## src/rtl/memory_game_ctrl.sv

```systemverilog
// memory_game_ctrl
// Turn and score controller for the card-matching memory game. It runs the
// board datapath through level req / pulsed done handshakes (show, hide,
// shuffle, random pick, verify), keeps a per-turn countdown, rotates players
// round-robin, tracks scores and remaining pairs, and latches the winner set.
//
// Ports:
//   clk, rst           clock, asynchronous active-high reset
//   start              start a game from IDLE / return to IDLE from DONE
//   pick_valid         single-cycle pulse: player selected a card
//   *_done             datapath completion pulses for each handshake state
//   match              qualified by verify_done: 1 = the two cards pair up
//   *_req              level requests, high for the whole of the owning state
//   state              encoded current state
//   cur_player         index of the player in turn
//   scores             packed scores, player i at [i*SCORE_W +: SCORE_W]
//   pairs_left         pairs not yet matched
//   time_left          remaining cycles in the current turn
//   winner_mask        players holding the maximum score (valid in DONE)
//   game_over          high in DONE
module memory_game_ctrl #(
  parameter int          NUM_PLAYERS = 2,
  parameter int          NUM_PAIRS   = 8,
  parameter int unsigned TURN_CYCLES = 32'd50_000_000,
  parameter int          EXTRA_TURN  = 1,
  parameter int          SCORE_W     = $clog2(NUM_PAIRS + 1),
  parameter int          PW          = (NUM_PLAYERS > 2) ? $clog2(NUM_PLAYERS) : 1,
  parameter int          TW          = $clog2(TURN_CYCLES + 1)
) (
  input  logic                           clk,
  input  logic                           rst,
  input  logic                           start,
  input  logic                           pick_valid,
  input  logic                           show_done,
  input  logic                           hide_done,
  input  logic                           shuffle_done,
  input  logic                           random_done,
  input  logic                           verify_done,
  input  logic                           match,
  output logic                           show_req,
  output logic                           hide_req,
  output logic                           shuffle_req,
  output logic                           random_req,
  output logic                           verify_req,
  output logic [3:0]                     state,
  output logic [PW-1:0]                  cur_player,
  output logic [NUM_PLAYERS*SCORE_W-1:0] scores,
  output logic [SCORE_W-1:0]             pairs_left,
  output logic [TW-1:0]                  time_left,
  output logic [NUM_PLAYERS-1:0]         winner_mask,
  output logic                           game_over
);

  typedef enum logic [3:0] {
    S_IDLE       = 4'd0,
    S_SHOW       = 4'd1,
    S_HIDE       = 4'd2,
    S_SHUFFLE    = 4'd3,
    S_TURN_START = 4'd4,
    S_PICK1      = 4'd5,
    S_PICK2      = 4'd6,
    S_RANDOM     = 4'd7,
    S_VERIFY     = 4'd8,
    S_CHECK_END  = 4'd9,
    S_DONE       = 4'd10
  } state_t;

  state_t                 state_q, state_d;
  logic [SCORE_W-1:0]     score_q [NUM_PLAYERS];
  logic [PW-1:0]          cur_q;
  logic [SCORE_W-1:0]     pairs_q;
  logic [TW-1:0]          time_q;
  logic [NUM_PLAYERS-1:0] win_q, win_d;
  logic [SCORE_W-1:0]     max_score;
  logic                   keep_turn;

  always_ff @(posedge clk or posedge rst) begin
    if (rst) state_q <= S_IDLE;
    else     state_q <= state_d;
  end

  // Next state and request outputs. Requests decode straight from the state
  // register so they fall with the asynchronous reset.
  always_comb begin
    state_d     = state_q;
    show_req    = 1'b0;
    hide_req    = 1'b0;
    shuffle_req = 1'b0;
    random_req  = 1'b0;
    verify_req  = 1'b0;
    case (state_q)
      S_IDLE:       if (start) state_d = S_SHOW;
      S_SHOW: begin
        show_req = 1'b1;
        if (show_done) state_d = S_HIDE;
      end
      S_HIDE: begin
        hide_req = 1'b1;
        if (hide_done) state_d = S_SHUFFLE;
      end
      S_SHUFFLE: begin
        shuffle_req = 1'b1;
        if (shuffle_done) state_d = S_TURN_START;
      end
      S_TURN_START: state_d = S_PICK1;
      // A pick in the same cycle as timer expiry takes precedence.
      S_PICK1: begin
        if (pick_valid)          state_d = S_PICK2;
        else if (time_q == '0)   state_d = S_RANDOM;
      end
      S_PICK2: begin
        if (pick_valid)          state_d = S_VERIFY;
        else if (time_q == '0)   state_d = S_RANDOM;
      end
      S_RANDOM: begin
        random_req = 1'b1;
        if (random_done) state_d = S_VERIFY;
      end
      S_VERIFY: begin
        verify_req = 1'b1;
        if (verify_done) state_d = S_CHECK_END;
      end
      S_CHECK_END:  state_d = (pairs_q == '0) ? S_DONE : S_TURN_START;
      S_DONE:       if (start) state_d = S_IDLE;
      default:      state_d = S_IDLE;
    endcase
  end

  // Single pass over the scores: a new maximum restarts the mask, an equal
  // score adds to it. All-equal scores therefore set every bit.
  always_comb begin
    max_score = '0;
    win_d     = '0;
    for (int i = 0; i < NUM_PLAYERS; i++) begin
      if (score_q[i] > max_score) begin
        max_score = score_q[i];
        win_d     = '0;
        win_d[i]  = 1'b1;
      end else if (score_q[i] == max_score) begin
        win_d[i] = 1'b1;
      end
    end
  end

  assign keep_turn = match && (EXTRA_TURN != 0);

  always_ff @(posedge clk or posedge rst) begin
    if (rst) begin
      for (int i = 0; i < NUM_PLAYERS; i++) score_q[i] <= '0;
      cur_q   <= '0;
      pairs_q <= SCORE_W'(NUM_PAIRS);
      time_q  <= '0;
      win_q   <= '0;
    end else begin
      if (state_q == S_IDLE && start) begin
        for (int i = 0; i < NUM_PLAYERS; i++) score_q[i] <= '0;
        cur_q   <= '0;
        pairs_q <= SCORE_W'(NUM_PAIRS);
      end
      if (state_q == S_TURN_START) begin
        time_q <= TW'(TURN_CYCLES);
      end else if ((state_q == S_PICK1 || state_q == S_PICK2) && time_q != '0) begin
        time_q <= time_q - TW'(1);
      end
      if (state_q == S_VERIFY && verify_done) begin
        if (match) begin
          score_q[cur_q] <= score_q[cur_q] + SCORE_W'(1);
          pairs_q        <= pairs_q - SCORE_W'(1);
        end
        if (!keep_turn) begin
          cur_q <= (cur_q == PW'(NUM_PLAYERS - 1)) ? '0 : cur_q + PW'(1);
        end
      end
      if (state_q != S_DONE && state_d == S_DONE)      win_q <= win_d;
      else if (state_q == S_DONE && state_d != S_DONE) win_q <= '0;
    end
  end

  for (genvar gi = 0; gi < NUM_PLAYERS; gi++) begin : g_scores
    assign scores[gi*SCORE_W +: SCORE_W] = score_q[gi];
  end

  assign state       = state_q;
  assign cur_player  = cur_q;
  assign pairs_left  = pairs_q;
  assign time_left   = time_q;
  assign winner_mask = win_q;
  assign game_over   = (state_q == S_DONE);

  // Every pair can be matched only once, so a match with nothing left means
  // the datapath reported a bogus compare.
  a_match_with_pairs_left: assert property (
    @(posedge clk) disable iff (rst)
    (state_q == S_VERIFY && verify_done && match) |-> (pairs_q != '0)
  );

endmodule
```

## config.mk

```make
export PLATFORM = sky130hd
export DESIGN_NAME = memory_game_ctrl
export DESIGN_NICKNAME = d
export VERILOG_FILES = /design/src/rtl/memory_game_ctrl.sv
export SDC_FILE = /design/constraint.sdc
export NUM_CORES = 1
export LEC_CHECK = 0
export BUFFER_PORTS_ARGS = -buffer_cell sky130_fd_sc_hd__buf_2
export CELL_PAD_IN_SITES_DETAIL_PLACEMENT = 2
export CELL_PAD_IN_SITES_GLOBAL_PLACEMENT = 2
export CORE_MARGIN = 1.5
export CORE_UTILIZATION = 35
export CTS_CLUSTER_DIAMETER = 40
export DETAILED_ROUTE_END_ITERATION = 12
export GPL_TIMING_DRIVEN = 0
export PLACE_DENSITY_LB_ADDON = 0.25
export SYNTH_ARGS = -nofsm -noshare
export SYNTH_HDL_FRONTEND = slang
export SYNTH_SLANG_ARGS = --single-unit
```

## constraint.sdc

```tcl
create_clock -name clk -period 5.18 [get_ports clk]
set_input_delay 1.036 -clock clk [delete_from_list [all_inputs] [get_ports clk]]
set_output_delay 1.036 -clock clk [all_outputs]
set_load 0.1 [all_outputs]
```

==> impl_metrics.csv <==
group,metric,value,unit
clock_tree,clk_latency,0.31,ns
die,dieArea,0.00854,mm^2
timing,setup_violations,0,
global_route,grt_overflow,0,
timing,tightest_slew,0.619,ns
logic_synthesis,synth_seq_cells,45,
logic_synthesis,synth_top_area_share,0.393,
cells_and_area,final-seq-area,0.00113,mm^2
setup_path,path_cells,"clkbuf_1, clkbuf_1, nand2b_1, nor3_1, buf_2",
setup_path,cp_common_cell,"clkbuf_1",
cells_and_area,finalNetCount,404,
timing,fmax,0.309,GHz
clock_tree,ctsResizeCount,0,
run_status,outcome,"finished clean",
global_route,grt_max_degree,36,
cells_and_area,multi_input_area,0.00155,mm^2
setup_path,cp-start-kind,"register",
logic_synthesis,synthArstFlopShare,1.00,
drt,wl,8.72,mm
timing,hold_viol,0,
setup_path,rrSetupSlack,2.73,ns
clock_tree,cts_root_buf,"clkbuf_8",
setup_path,path_max_fanout,10,
drt,drt_iter0_drc,90,
global_route,first_global_vias,2828,
cells_and_area,diodes,0,
logic_synthesis,synth_common_cells,"dfrtp_1 (44), nand2_1 (33), nor2_1 (28)",
drt,via_per_inst,5.45,
timing,period_share,0.625,
global_route,grt_pass1_wl,14.6,mm
place,place_hpwl,6.64,mm
global_route,grt_usage,0.216,
cells_and_area,fin_cells,488,
setup_path,cp_top_family,"buffers and inverters",
clock_tree,cts_tree,"done",
drt,route.vias.total,2660,
flow_run,timing.max_cap.violations,0,
die,rows,32,
cells_and_area,syn2layout_area_growth,19.4,%
hold_path,hp-class,"reg2reg",
logic_synthesis,syn_area,0.00280,mm^2
logic_synthesis,synth-edff-count,0,
logic_synthesis,ys_seq_area_frac,0.403,
clock_tree,cts_hold_buf,0,
die,start_util,0.362,
setup_path,arrival,2.20,ns
setup_path,cp.required,4.14,ns
setup_path,cp.depth,5,
timing,fin_skew,0.0145,ns
setup_path,r2r_end,"winner_mask[0]$_DFFE_PP0P_",
drt,drc,0,
drt,drt.antenna.violating_nets,0,
setup_path,worstSetupEndpoint,"show_req",
logic_synthesis,synth_flop_cell,"dfrtp_1",
clock_tree,numCtsBuffers,5,
logic_synthesis,synth_area_leaders,"dfrtp_1 (39%), nand3_1 (4.5%), nand2_1 (4.4%), ha_1 (4.0%), nor2_1 (3.8%)",
logic_synthesis,synth_most_common_cell,"dfrtp_1",
timing,rsz0062_at_grt,"no",
logic_synthesis,yosysTopAreaCell,"dfrtp_1",
place,numPortBuffers,60,
setup_path,critPathCaptureType,"primary output",
logic_synthesis,synth_cell_types,56,
timing,setup_tns,0,ns
timing,post-route-min-period,3.24,ns
clock_tree,clkTransAtPathRegs,0.09,ns
logic_synthesis,yosys_warnings,0,
die,die_width,92.4,um
cells_and_area,num-fill-cells,883,
die,core_region_area,0.00773,mm^2
setup_path,slowest_stage,"buf_2",
die,boundaryPins,61,
cells_and_area,drive_above_1_share,0.215,
setup_path,reg2regPathDepth,7,
place,place_inst,480,
logic_synthesis,syn_area_per_cell,8.83,um^2
clock_tree,clkSinkCount,45,
logic_synthesis,synthCells,317,
drt,wl_per_cell,17.9,um
global_route,grt_antenna_before_repair,0,
clock_tree,htreeDepth,2,
setup_path,crit_type,"reg2out",
logic_synthesis,syn_nets,336,
timing,relSlewSlack,0.584,
setup_path,cp_num_buf_inv,3,
place,gp_congestion,0.798,
clock_tree,cts.path.max_buffers,2,
drt,drtPass1Iterations,4,
timing,final_max_slew_viol_count,0,
clock_tree,postCtsSetupBuffers,0,
die,dieHeight,92.4,um
setup_path,r2r-start,"state[0]$_DFF_PP0_",
setup_path,cp-startpoint,"state[0]$_DFF_PP0_",
setup_path,slowest_delay,0.45,ns
worst min-delay path by stage:
stage / startpoint / to / depth (start not counted) / slack (ns)
after floorplan: pairs_left[3]$_DFF_PP1_ / pairs_left[3]$_DFF_PP1_ / 1 / 0.75
after global placement: winner_mask[1]$_DFFE_PP0P_ / winner_mask[1]$_DFFE_PP0P_ / 2 / 0.46
after detailed placement: winner_mask[1]$_DFFE_PP0P_ / winner_mask[1]$_DFFE_PP0P_ / 2 / 0.47
after CTS: winner_mask[1]$_DFFE_PP0P_ / winner_mask[1]$_DFFE_PP0P_ / 2 / 0.50
after global routing: winner_mask[1]$_DFFE_PP0P_ / winner_mask[1]$_DFFE_PP0P_ / 2 / 0.53
final: winner_mask[1]$_DFFE_PP0P_ / winner_mask[1]$_DFFE_PP0P_ / 2 / 0.48
metrics by stage:
| stage | utilization | setup slack [ns] | area, um^2 | hold WS, ns |
|---|---|---|---|---|
| global placement | 0.418 | 2.30 | 3230 | 0.461 |
| finish | 0.433 | 1.94 | 3340 | 0.485 |
| detailed placement | 0.420 | 2.26 | 3250 | 0.474 |
| CTS | 0.433 | 1.89 | 3340 | 0.496 |
| floorplan | - | 0.451 | 2800 | 0.752 |
| global route | 0.433 | 1.76 | 3340 | 0.525 |
final cells by class:
type | count | share of cell area
timing repair buffer | 61 | 0.0958
sequential | 45 | 0.337
clock buffer | 6 | 0.0247
inverter | 13 | 0.0146
tap | 102 | 0.0382
clock inverter | 2 | 0.00412
buffer | 17 | 0.0217
multi-input combinational | 242 | 0.464
cell families after synthesis:
group	Yosys count	synth area share
adders and majority gates	9	0.0402
DFF	45	0.403
muxes	10	0.0362
and+or+nand+nor	146	0.281
buffers and inverters	30	0.0434
xor gates and xnor gates	17	0.0532
AOI/OAI and AO/OA	60	0.143
worst min-delay path, delay by kind of cell, from the launching register on:
family          cells  cell delay, ns
simple gates        1            0.05
flops               1            0.35
compound gates      1            0.06
cell usage in the layout (no fill, tap or decap), types with 9 or more instances in the layout:
cell,netlist,layout
nand3_1,25,25
buf_2,1,61
xor2_1,11,11
o21ai_0,18,18
a21oi_1,10,10
inv_1,13,12
clkbuf_1,13,13
dfrtp_1,44,44
nand2_1,33,33
mux2i_1,9,9
ha_1,9,9
nor2_1,28,28
sequential cells by signal, summed over array words and instances (netlist names):
name	cells
state	4
pairs_left	4
scores	8
cur_player	1
time_left	26
winner_mask	2
per-layer routing:
| metal | track usage | share of wire | wire length, um | up-vias |
|---|---|---|---|---|
| met2 | 0.384 | 0.51 | 4430 | 43 |
| met4 | 0.0679 | 0.0096 | 84 | 0 |
| met5 | 0 | 0 | 0 | - |
| li1 | - | - | - | 1282 |
| met3 | 0.0246 | 0.026 | 231 | 6 |
| met1 | 0.273 | 0.46 | 3980 | 1329 |
Power is left out: the tool's default activity adds up to more than one toggle a clock period on the data nets, which glitch-free logic cannot reach.
